==> config.mk <==
export PLATFORM = sky130hd
export DESIGN_NAME = ss_sched
export DESIGN_NICKNAME = d
export VERILOG_FILES = /design/src/rtl/ss_sched_pkg.sv /design/src/rtl/ss_beat_cnt.sv /design/src/rtl/ss_sched.sv
export SDC_FILE = /design/constraint.sdc
export NUM_CORES = 1
export LEC_CHECK = 0
export ABC_CLOCK_PERIOD_IN_PS = 1850
export CORE_MARGIN = 3
export CORE_UTILIZATION = 50
export DETAILED_ROUTE_END_ITERATION = 12
export HOLD_SLACK_MARGIN = 0.03
export PLACE_DENSITY_LB_ADDON = 0.25
export SYNTH_ARGS = -nofsm -noshare
export SYNTH_HDL_FRONTEND = slang
export SYNTH_SLANG_ARGS = --single-unit
==> constraint.sdc <==
create_clock -name i_clk -period 1.85 [get_ports i_clk]
set_input_delay 0.37 -clock i_clk [delete_from_list [all_inputs] [get_ports i_clk]]
set_output_delay 0.37 -clock i_clk [all_outputs]
set_load 0.03 [all_outputs]
==> src/rtl/ss_sched_pkg.sv <==
// Shared types for the PE sum-stage scheduler: control word, state enum.
// Imported by ss_beat_cnt and ss_sched.
package ss_sched_pkg;

  localparam int PE_NBITW = 3;

  typedef struct packed {
    logic                init;
    logic                neg;
    logic [PE_NBITW-1:0] sht;
    logic                last;
  } ss_ctl_t;

  typedef struct packed {
    logic                vld;
    logic [PE_NBITW-1:0] pln;
  } pp_ctl_t;

  typedef enum logic [1:0] {
    SS_IDLE,
    SS_RUN,
    SS_DRAIN
  } ss_sched_state_e;

endpackage

==> src/rtl/ss_beat_cnt.sv <==
// Nested bit/group/tile beat counter with load, enable and wrap flags.
// Ports: i_clk, i_rst(n), i_ld, i_en, limits in, counts and wraps out.
module ss_beat_cnt
  import ss_sched_pkg::*;
#(
  parameter int NBITW  = PE_NBITW,
  parameter int NGRPW  = 8,
  parameter int NTILEW = 16
) (
  input  logic              i_clk,
  input  logic              i_rst,
  input  logic              i_ld,
  input  logic              i_en,
  input  logic [NBITW-1:0]  i_nbit,
  input  logic [NGRPW-1:0]  i_ngrp,
  input  logic [NTILEW-1:0] i_ntile,
  output logic [NBITW-1:0]  o_bit,
  output logic [NGRPW-1:0]  o_grp,
  output logic [NTILEW-1:0] o_tile,
  output logic              o_bit_wrap,
  output logic              o_grp_wrap,
  output logic              o_tile_wrap
);

  logic [NBITW-1:0]  nbit_q, nbit_d;
  logic [NGRPW-1:0]  ngrp_q, ngrp_d;
  logic [NTILEW-1:0] ntile_q, ntile_d;
  logic [NBITW-1:0]  bit_q, bit_d;
  logic [NGRPW-1:0]  grp_q, grp_d;
  logic [NTILEW-1:0] tile_q, tile_d;

  assign o_bit_wrap  = (bit_q == nbit_q);
  assign o_grp_wrap  = o_bit_wrap && (grp_q == ngrp_q);
  assign o_tile_wrap = o_grp_wrap && (tile_q == ntile_q);

  assign o_bit  = bit_q;
  assign o_grp  = grp_q;
  assign o_tile = tile_q;

  always_comb begin
    nbit_d  = nbit_q;
    ngrp_d  = ngrp_q;
    ntile_d = ntile_q;
    bit_d   = bit_q;
    grp_d   = grp_q;
    tile_d  = tile_q;
    if (i_ld) begin
      nbit_d  = i_nbit;
      ngrp_d  = i_ngrp;
      ntile_d = i_ntile;
      bit_d   = '0;
      grp_d   = '0;
      tile_d  = '0;
    end else if (i_en) begin
      // bit innermost, then group, then tile
      if (o_bit_wrap) begin
        bit_d = '0;
        if (o_grp_wrap) begin
          grp_d  = '0;
          tile_d = o_tile_wrap ? '0 : tile_q + 1'b1;
        end else begin
          grp_d = grp_q + 1'b1;
        end
      end else begin
        bit_d = bit_q + 1'b1;
      end
    end
  end

  always_ff @(posedge i_clk or negedge i_rst) begin
    if (!i_rst) begin
      nbit_q  <= '0;
      ngrp_q  <= '0;
      ntile_q <= '0;
      bit_q   <= '0;
      grp_q   <= '0;
      tile_q  <= '0;
    end else begin
      nbit_q  <= nbit_d;
      ngrp_q  <= ngrp_d;
      ntile_q <= ntile_d;
      bit_q   <= bit_d;
      grp_q   <= grp_d;
      tile_q  <= tile_d;
    end
  end

endmodule

==> src/rtl/ss_sched.sv <==
// PE sum-stage sequencer: job accept, SSctl generation, MS gating, done.
// Macro SS_SCHED_MSB_NEG_EN: negate the MSB bit-plane (signed weights).
module ss_sched
  import ss_sched_pkg::*;
#(
  parameter int NBITW  = PE_NBITW,
  parameter int NGRPW  = 8,
  parameter int NTILEW = 16
) (
  input  logic              i_clk,
  input  logic              i_rst,
  input  logic              cfg_rdy,
  output logic              cfg_ack,
  input  logic [NBITW-1:0]  i_cfg_nbit,
  input  logic [NGRPW-1:0]  i_cfg_ngrp,
  input  logic [NTILEW-1:0] i_cfg_ntile,
  input  logic              i_ms_rdy,
  output logic              o_ms_rdy,
  input  logic              i_ms_ack,
  input  logic              i_ss_rdy,
  input  logic              i_ss_ack,
  output logic [NBITW+2:0]  o_ctl,
  output logic              o_busy,
  output logic              o_done
);

  ss_sched_state_e state_q, state_d;
  logic pend_last_q, pend_last_d;

  logic run, beat, ss_hs, cfg_hs;
  logic init, neg, last, fin;
  logic bit_wrap, tile_wrap;
  logic [NBITW-1:0]  bit_cnt;
  logic [NGRPW-1:0]  grp_cnt;
  logic [NTILEW-1:0] tile_cnt;

  assign run      = (state_q == SS_RUN);
  assign cfg_ack  = (state_q == SS_IDLE);
  assign cfg_hs   = cfg_rdy && cfg_ack;
  assign o_ms_rdy = i_ms_rdy && run;
  assign beat     = o_ms_rdy && i_ms_ack;
  assign ss_hs    = i_ss_rdy && i_ss_ack;
  assign o_busy   = (state_q != SS_IDLE);
  assign o_done   = (state_q == SS_DRAIN) && !pend_last_q;

  ss_beat_cnt #(
    .NBITW (NBITW),
    .NGRPW (NGRPW),
    .NTILEW(NTILEW)
  ) u_cnt (
    .i_clk      (i_clk),
    .i_rst      (i_rst),
    .i_ld       (cfg_hs),
    .i_en       (beat),
    .i_nbit     (i_cfg_nbit),
    .i_ngrp     (i_cfg_ngrp),
    .i_ntile    (i_cfg_ntile),
    .o_bit      (bit_cnt),
    .o_grp      (grp_cnt),
    .o_tile     (tile_cnt),
    .o_bit_wrap (bit_wrap),
    .o_grp_wrap (last),
    .o_tile_wrap(tile_wrap)
  );

  assign init = (bit_cnt == '0) && (grp_cnt == '0);
  assign fin  = tile_wrap;

`ifdef SS_SCHED_MSB_NEG_EN
  assign neg = bit_wrap;
`else
  assign neg = 1'b0;
`endif

  // ctl is only meaningful while beats can flow
  assign o_ctl = run ? {init, neg, bit_cnt, last} : '0;

  always_comb begin
    state_d     = state_q;
    pend_last_d = pend_last_q;
    // a new last beat wins over the clear of the previous one
    if (beat && last) begin
      pend_last_d = 1'b1;
    end else if (ss_hs) begin
      pend_last_d = 1'b0;
    end
    unique case (state_q)
      SS_IDLE: begin
        if (cfg_rdy) state_d = SS_RUN;
      end
      SS_RUN: begin
        if (beat && fin) state_d = SS_DRAIN;
      end
      SS_DRAIN: begin
        if (!pend_last_q) state_d = SS_IDLE;
      end
      default: state_d = SS_IDLE;
    endcase
  end

  always_ff @(posedge i_clk or negedge i_rst) begin
    if (!i_rst) begin
      state_q     <= SS_IDLE;
      pend_last_q <= 1'b0;
    end else begin
      state_q     <= state_d;
      pend_last_q <= pend_last_d;
    end
  end

  logic unused_tile;
  assign unused_tile = ^tile_cnt;

endmodule

==> results of run 1 <==
==> through the flow <==
| step | instance area [sq um] | setup TNS [ns] | worst slack, ns |
|---|---|---|---|
| 2_1_floorplan | 3240 | -0.325 | -0.204 |
| 3_3_place_gp | 4050 | -11.45 | -0.379 |
| 3_5_place_dp | 4050 | -13.59 | -0.446 |
| 4_1_cts | 4480 | -2.88 | -0.360 |
| 5_1_grt | 4750 | -8.42 | -0.498 |
| 6_report | 4750 | -5.56 | -0.390 |
==> metal layers <==
metal  global-route usage  routed length (um)
met2                0.431                4980
met3               0.0692                 633
met1                0.339                4080
met4               0.0906                 349
met5                    0                   0
==> logic make-up (layout without fill, tap and decap cells) <==
logic type / Yosys count / count (layout)
AO/OA/AOI/OAI: 54 / 54
adder cells (fa/ha/maj): 5 / 5
flip-flops: 57 / 57
buffers and inverters: 29 / 136
multiplexers: 10 / 10
AND/OR/NAND/NOR: 181 / 182
other: 1 / 1
XOR/XNOR: 31 / 31
==> Yosys cell counts (3+ instances only) <==
cell type / number
sky130_fd_sc_hd__o21ai_0: 18
sky130_fd_sc_hd__inv_1: 9
sky130_fd_sc_hd__nand4_1: 7
sky130_fd_sc_hd__nor2_1: 18
sky130_fd_sc_hd__clkbuf_1: 18
sky130_fd_sc_hd__nor4_1: 8
sky130_fd_sc_hd__and3_1: 5
sky130_fd_sc_hd__nand3b_1: 3
sky130_fd_sc_hd__mux2i_1: 9
sky130_fd_sc_hd__nor3_1: 5
sky130_fd_sc_hd__ha_1: 5
sky130_fd_sc_hd__a21oi_1: 16
sky130_fd_sc_hd__nand3_1: 13
sky130_fd_sc_hd__o211ai_1: 9
sky130_fd_sc_hd__or4_1: 3
sky130_fd_sc_hd__xor2_1: 31
sky130_fd_sc_hd__and2_1: 5
sky130_fd_sc_hd__dfrtp_1: 57
sky130_fd_sc_hd__nand2_1: 101
==> cell type report <==
class | count | area, sq um
Clock inverter | 2 | 35.0
Clock buffer | 14 | 173
Sequential cell | 57 | 1430
Multi-Input combinational cell | 283 | 1920
Inverter | 9 | 33.8
Timing Repair Buffer | 111 | 1070
Tap cell | 75 | 93.8
Fill cell | 368 | 1310
==> sequential cells by signal, indices dropped and copies added, names as in the netlist <==
name and count:
pend_last_q 1, state_q 2, u_cnt.nbit_q 3, u_cnt.ngrp_q 8
u_cnt.ntile_q 16, u_cnt.o_bit 3, u_cnt.o_grp 8, u_cnt.o_tile 16
==> cells in the final DEF, fill, tap and decap left out, types with 4 or more instances in the layout <==
cell type / instances
sky130_fd_sc_hd__o21ai_2: 4
sky130_fd_sc_hd__and2_4: 4
sky130_fd_sc_hd__nand4_1: 7
sky130_fd_sc_hd__nor3_1: 5
sky130_fd_sc_hd__nand3_1: 12
sky130_fd_sc_hd__o21ai_0: 9
sky130_fd_sc_hd__clkbuf_8: 12
sky130_fd_sc_hd__ha_1: 5
sky130_fd_sc_hd__nor4_1: 6
sky130_fd_sc_hd__nor2_2: 4
sky130_fd_sc_hd__clkdlybuf4s50_1: 30
sky130_fd_sc_hd__inv_1: 8
sky130_fd_sc_hd__a21oi_2: 5
sky130_fd_sc_hd__dfrtp_1: 56
sky130_fd_sc_hd__nand2_1: 98
sky130_fd_sc_hd__buf_6: 15
sky130_fd_sc_hd__mux2i_1: 9
sky130_fd_sc_hd__o211ai_1: 9
sky130_fd_sc_hd__nor2_1: 14
sky130_fd_sc_hd__buf_12: 5
sky130_fd_sc_hd__buf_4: 54
sky130_fd_sc_hd__xor2_1: 27
sky130_fd_sc_hd__a21oi_1: 8
sky130_fd_sc_hd__xor2_2: 4
==> where the power goes <==
part	leakage (uW)	switching [uW]	internal, uW	total [uW]
registers	0.000740	238	1510	1750
logic	0.00141	966	856	1820
clock network	0.000107	515	732	1250
total	0.00226	1720	3100	4820
==> repair_timing <==
action,in CTS,in global routing
resized for setup,31,57
hold buffers,0,0
setup endpoints to repair,25,36
setup buffers,8,10
pin swaps,9,20
gates cloned,3,1
==> critical path, cell delays in order, from the launching register on <==
cell	delay, ns
sky130_fd_sc_hd__dfrtp_1	0.41
sky130_fd_sc_hd__xor2_2	0.20
sky130_fd_sc_hd__nor4_4	0.30
sky130_fd_sc_hd__buf_4	0.17
sky130_fd_sc_hd__and2_4	0.14
sky130_fd_sc_hd__and3_4	0.18
sky130_fd_sc_hd__buf_6	0.13
==> final timing paths <==
path,from,end,slack (ns),cells after the start
worst max register to register,u_cnt.o_grp[7],u_cnt.o_tile[9],-0.35,8
worst min-delay path,i_rst,u_cnt.o_tile[9],0.02,2
worst min register to register,u_cnt.ngrp_q[4],u_cnt.ngrp_q[4],0.50,2
worst max-delay path,u_cnt.o_grp[7],o_ctl[0],-0.39,6
min in group i_clk,u_cnt.ngrp_q[4],u_cnt.ngrp_q[4],0.50,2
max in group asynchronous,i_rst,state_q[0],1.56,2
==> metrics.txt, run 1 <==
number of different library cells in the post-synthesis netlist 42; Placed Instances 518; Port Buffers 42; top post-synthesis cells by area sky130_fd_sc_hd__dfrtp_1, sky130_fd_sc_hd__nand2_1, sky130_fd_sc_hd__xor2_1, sky130_fd_sc_hd__mux2i_1, sky130_fd_sc_hd__o21ai_0; commonest register cell after synthesis sky130_fd_sc_hd__dfrtp_1; violated checks setup timing; Total Power slightly below 5000 uW; GRT Residual Overflow 0; post-synthesis to final-layout area growth 48.9%; final hold violation count 0; final cycle utilization of the critical path 1.21; CTS max path bufs 2; final routed wire length divided by cell count between 15 and 20 um; power density over the cells 1020 nW/um^2; number of antenna violations at the first check in global routing 0; Seq/Total Area, Yosys 0.447; worst hold slack after final layout about 0.025 ns; required time of the worst setup path 1.48 ns; number of enable flip-flop cells after synthesis 0; final core utilization 0.783; number of global-route vias before repair slightly above 3000; number of search-and-repair iterations in the first detailed-routing pass 5; CP arrival 1.87 ns; multiplexer fraction of the synthesized cell area 0.0318; I/O pins 44; Clock H-tree levels 3; number of nets in the finished design 510; floorplan core area 6060 sq um; fraction of the mapped netlist area in compound gates 0.102; TritonCTS clock tree yes; total standard cell area after synthesis between 3000 and 4000 sq um; cell taking the most area after synthesis sky130_fd_sc_hd__dfrtp_1; Warnings, synthesis 0; Worst VDD drop between 0.0009 and 0.001 V; half-perimeter wire length of the detailed placement result 5930 um; clock slew at reported path FFs 0.07 ns; worst setup slack after layout -0.390 ns; effective utilization at floorplan 0.526; startpoint kind of the worst setup timing path flop; area of the die 7370 sq um; chip width 85.9 um; top achievable clock speed 446 MHz; Synth Register Bits between 50 and 60; share of flip-flops with an asynchronous set or reset 1.00; fraction of final layout cells sized beyond drive strength 1 0.303; area share of the leading cell type in the synthesized netlist 0.447; xor/xnor share of the synthesized area 0.0852; DRC violations left 0; leakage 0.00226 uW; final critical-path required period 2.24 ns; biggest fanout along the worst timing path 2; Sinks on Clock Net 57; setup repair after global routing missed its margin true; RePlAce Congestion 0.899; wire length of the first global-routing pass 15000 um; gate count after technology mapping about 370; run status finished, violations left; height of the die 85.9 um; final setup violation count 28; worst-skew pair later-pin latency 0.35 ns; Synth Area in Adders 0.0196; Tightest Hold Check Type input pin to async pin; aggregate routed wire length between 10000 and 15000 um; Post-Synth Simple-Gate Area 0.277; final non-filler cell total 551; number of nets produced by synthesis 407; via count between 3000 and 4000; CTS Root Buffer Type sky130_fd_sc_hd__clkbuf_8; dominant combinational cell family by area after synthesis simple AND/OR/NAND/NOR gates; First DRT Iteration DRCs 314; count of nets left with antenna violations after detail routing 0; endpoint kind of the worst setup timing path output pin; GRT Overall Usage 0.263; synthesized area per cell 8.66 sq um; row cnt 28; number of vias per cell 5.83; number of pins with negative max-slew slack in the final report 0; diode count 0; max_cap viols 0; Layout Skew around 0.015 ns; pin count of the biggest net entering global routing 58; WS Path Type flop to output pin; TritonCTS buffer count 9
Note: power is estimated with default switching activity, not from simulation.
==> run 2, diff against run 1 <==
- ABC_CLOCK_PERIOD_IN_PS: 1850 -> 2450
- CORE_UTILIZATION: 50 -> 51
- SKIP_LAST_GASP: unset -> 1
- clock period: 1.85 -> 2.45 ns (I/O delays scaled with it)
==> metrics.txt, run 2 (same netlist as run 1, synthesis figures left out) <==
run status complete, no violations; effective utilization at floorplan 0.532; WS Path Type flop to output pin; slew at the pin closest to its max-slew limit 0.704 ns; final cycle utilization of the critical path 0.950; most used cells in the layout excluding fill and tap cells sky130_fd_sc_hd__nand2_1, sky130_fd_sc_hd__dfrtp_1, sky130_fd_sc_hd__clkdlybuf4s50_1; number of search-and-repair iterations in the first detailed-routing pass 4; reg-to-reg slack, setup 0.35 ns; power density over the cells 821 nW/um^2; number of hold buffers added after CTS 0; diode count 0; I/O pins 44; net switching power 1120 uW; First DRT Iteration DRCs around 140; setup repair after global routing missed its margin false; GRT Overall Usage 0.225; half-perimeter wire length of the detailed placement result 5360 um; fraction of power spent switching nets 0.340; number of antenna violations at the first check in global routing 0; area of the die a little over 7000 sq um; wire length of the first global-routing pass 12900 um; DRC violations left 0; Port Buffers 42; start of the worst register-to-register path u_cnt.o_grp[5]; count of nets left with antenna violations after detail routing 0; Worst VDD drop 0.000524 V; CP arrival 1.84 ns; Tightest Hold Check Type input pin to async pin; most frequent standard cell in the layout excluding fill and tap cells sky130_fd_sc_hd__nand2_1; chip width around 85 um; GRT Residual Overflow 0; worst-skew pair later-pin latency 0.34 ns; Placed Instances 485; aggregate routed wire length 7450 um; floorplan core area 5990 sq um; post-synthesis to final-layout area growth 25.5%; height of the die ~85 um; headroom to the max-slew limit 0.531; RePlAce Congestion 0.852; endpoint kind of the worst setup timing path output pin; share of power burned in combinational logic 0.290; Critical Path Start state_q[0]; CTS Root Buffer Type sky130_fd_sc_hd__clkbuf_8; number of vias per cell 5.56; row cnt 28; startpoint kind of the worst setup timing path flop; Post-Route Setup TNS 0 ns; required time of the worst setup path 1.96 ns; fraction of final layout cells sized beyond drive strength 1 0.115; clock slew at reported path FFs 0.07 ns; TritonCTS buffer count 9; capture point of the worst reg-to-reg path u_cnt.o_tile[5]; final setup violation count 0; final non-filler cell total 502; worst hold slack after final layout a little under 0.3 ns; leakage 0.00191 uW; Layout Skew 0.00926 ns; Clock H-tree levels 3; biggest fanout along the worst timing path 6; top achievable clock speed 429 MHz; max_cap viols 0; CTS max path bufs 2; Total Power 3290 uW; number of nets in the finished design around 460; internal cell power 2170 uW; Seq pwr share 0.405; via count 2790; pin count of the biggest net entering global routing 58; Sinks on Clock Net between 50 and 60; Worst Reg-to-Reg Cells 8; clock share of power 0.305; final hold violation count 0; final critical-path required period 2.33 ns; number of pins with negative max-slew slack in the final report 0; final routed wire length divided by cell count between 10 and 15 um; number of global-route vias before repair 2703; TritonCTS clock tree yes
[run 2: area by class of cell]
type / count / area, sq um
fill: 501 / 1990
clock inverter: 5 / 77.6
inverter: 9 / 33.8
clock buffer: 11 / 151
timing repair buffer: 63 / 561
tap: 75 / 93.8
multi-input combinational: 282 / 1660
sequential: 57 / 1430
[run 2: routing by layer]
| layer | vias up | wire (um) | global-route usage |
|---|---|---|---|
| li1 | 1364 | - | - |
| met3 | 15 | 407 | 0.0456 |
| met1 | 1323 | 3180 | 0.289 |
| met5 | - | 0 | 0 |
| met2 | 88 | 3710 | 0.366 |
| met4 | 0 | 155 | 0.105 |
[run 2: worst max-delay path, stage by stage, from the launching register on]
cell,delay (ns)
sky130_fd_sc_hd__dfrtp_1,0.44
sky130_fd_sc_hd__or2_2,0.33
sky130_fd_sc_hd__inv_1,0.08
sky130_fd_sc_hd__clkdlybuf4s50_1,0.67
[run 2: timing repair]
item,4_1_cts,5_1_grt
gates resized for setup,5,6
pin swaps,1,1
setup endpoints to repair,6,2
buffers inserted,1,0
gates cloned,0,0
[run 2: worst max path at each step]
stage,slack [ns],cells after the start,end
3_5_place_dp,0.11,7,u_cnt.o_tile[7]
6_report,0.12,3,cfg_ack
4_1_cts,-0.006,4,o_ctl[5]
5_1_grt,0.01,5,o_ctl[0]
2_1_floorplan,0.21,5,o_ctl[0]
3_3_place_gp,0.13,8,u_cnt.o_tile[5]
[run 2: stage by stage]
stage / setup slack [ns] / instance area, sq um / util
finish: 0.121 / 4000 / 0.668
global route: 0.0109 / 4000 / 0.668
CTS: -0.00567 / 4000 / 0.667
detailed placement: 0.110 / 3770 / 0.629
global placement: 0.135 / 3770 / 0.629
floorplan: 0.207 / 3190 / -
[run 2: power groups by stage]
stage | logic (uW) | clock network [uW] | registers (uW)
2_1_floorplan | 633 | 0 | 1300
3_3_place_gp | 926 | 0 | 1330
3_5_place_dp | 947 | 0 | 1350
4_1_cts | 950 | 1030 | 1330
5_1_grt | 1060 | 1080 | 1360
6_report | 952 | 1000 | 1330
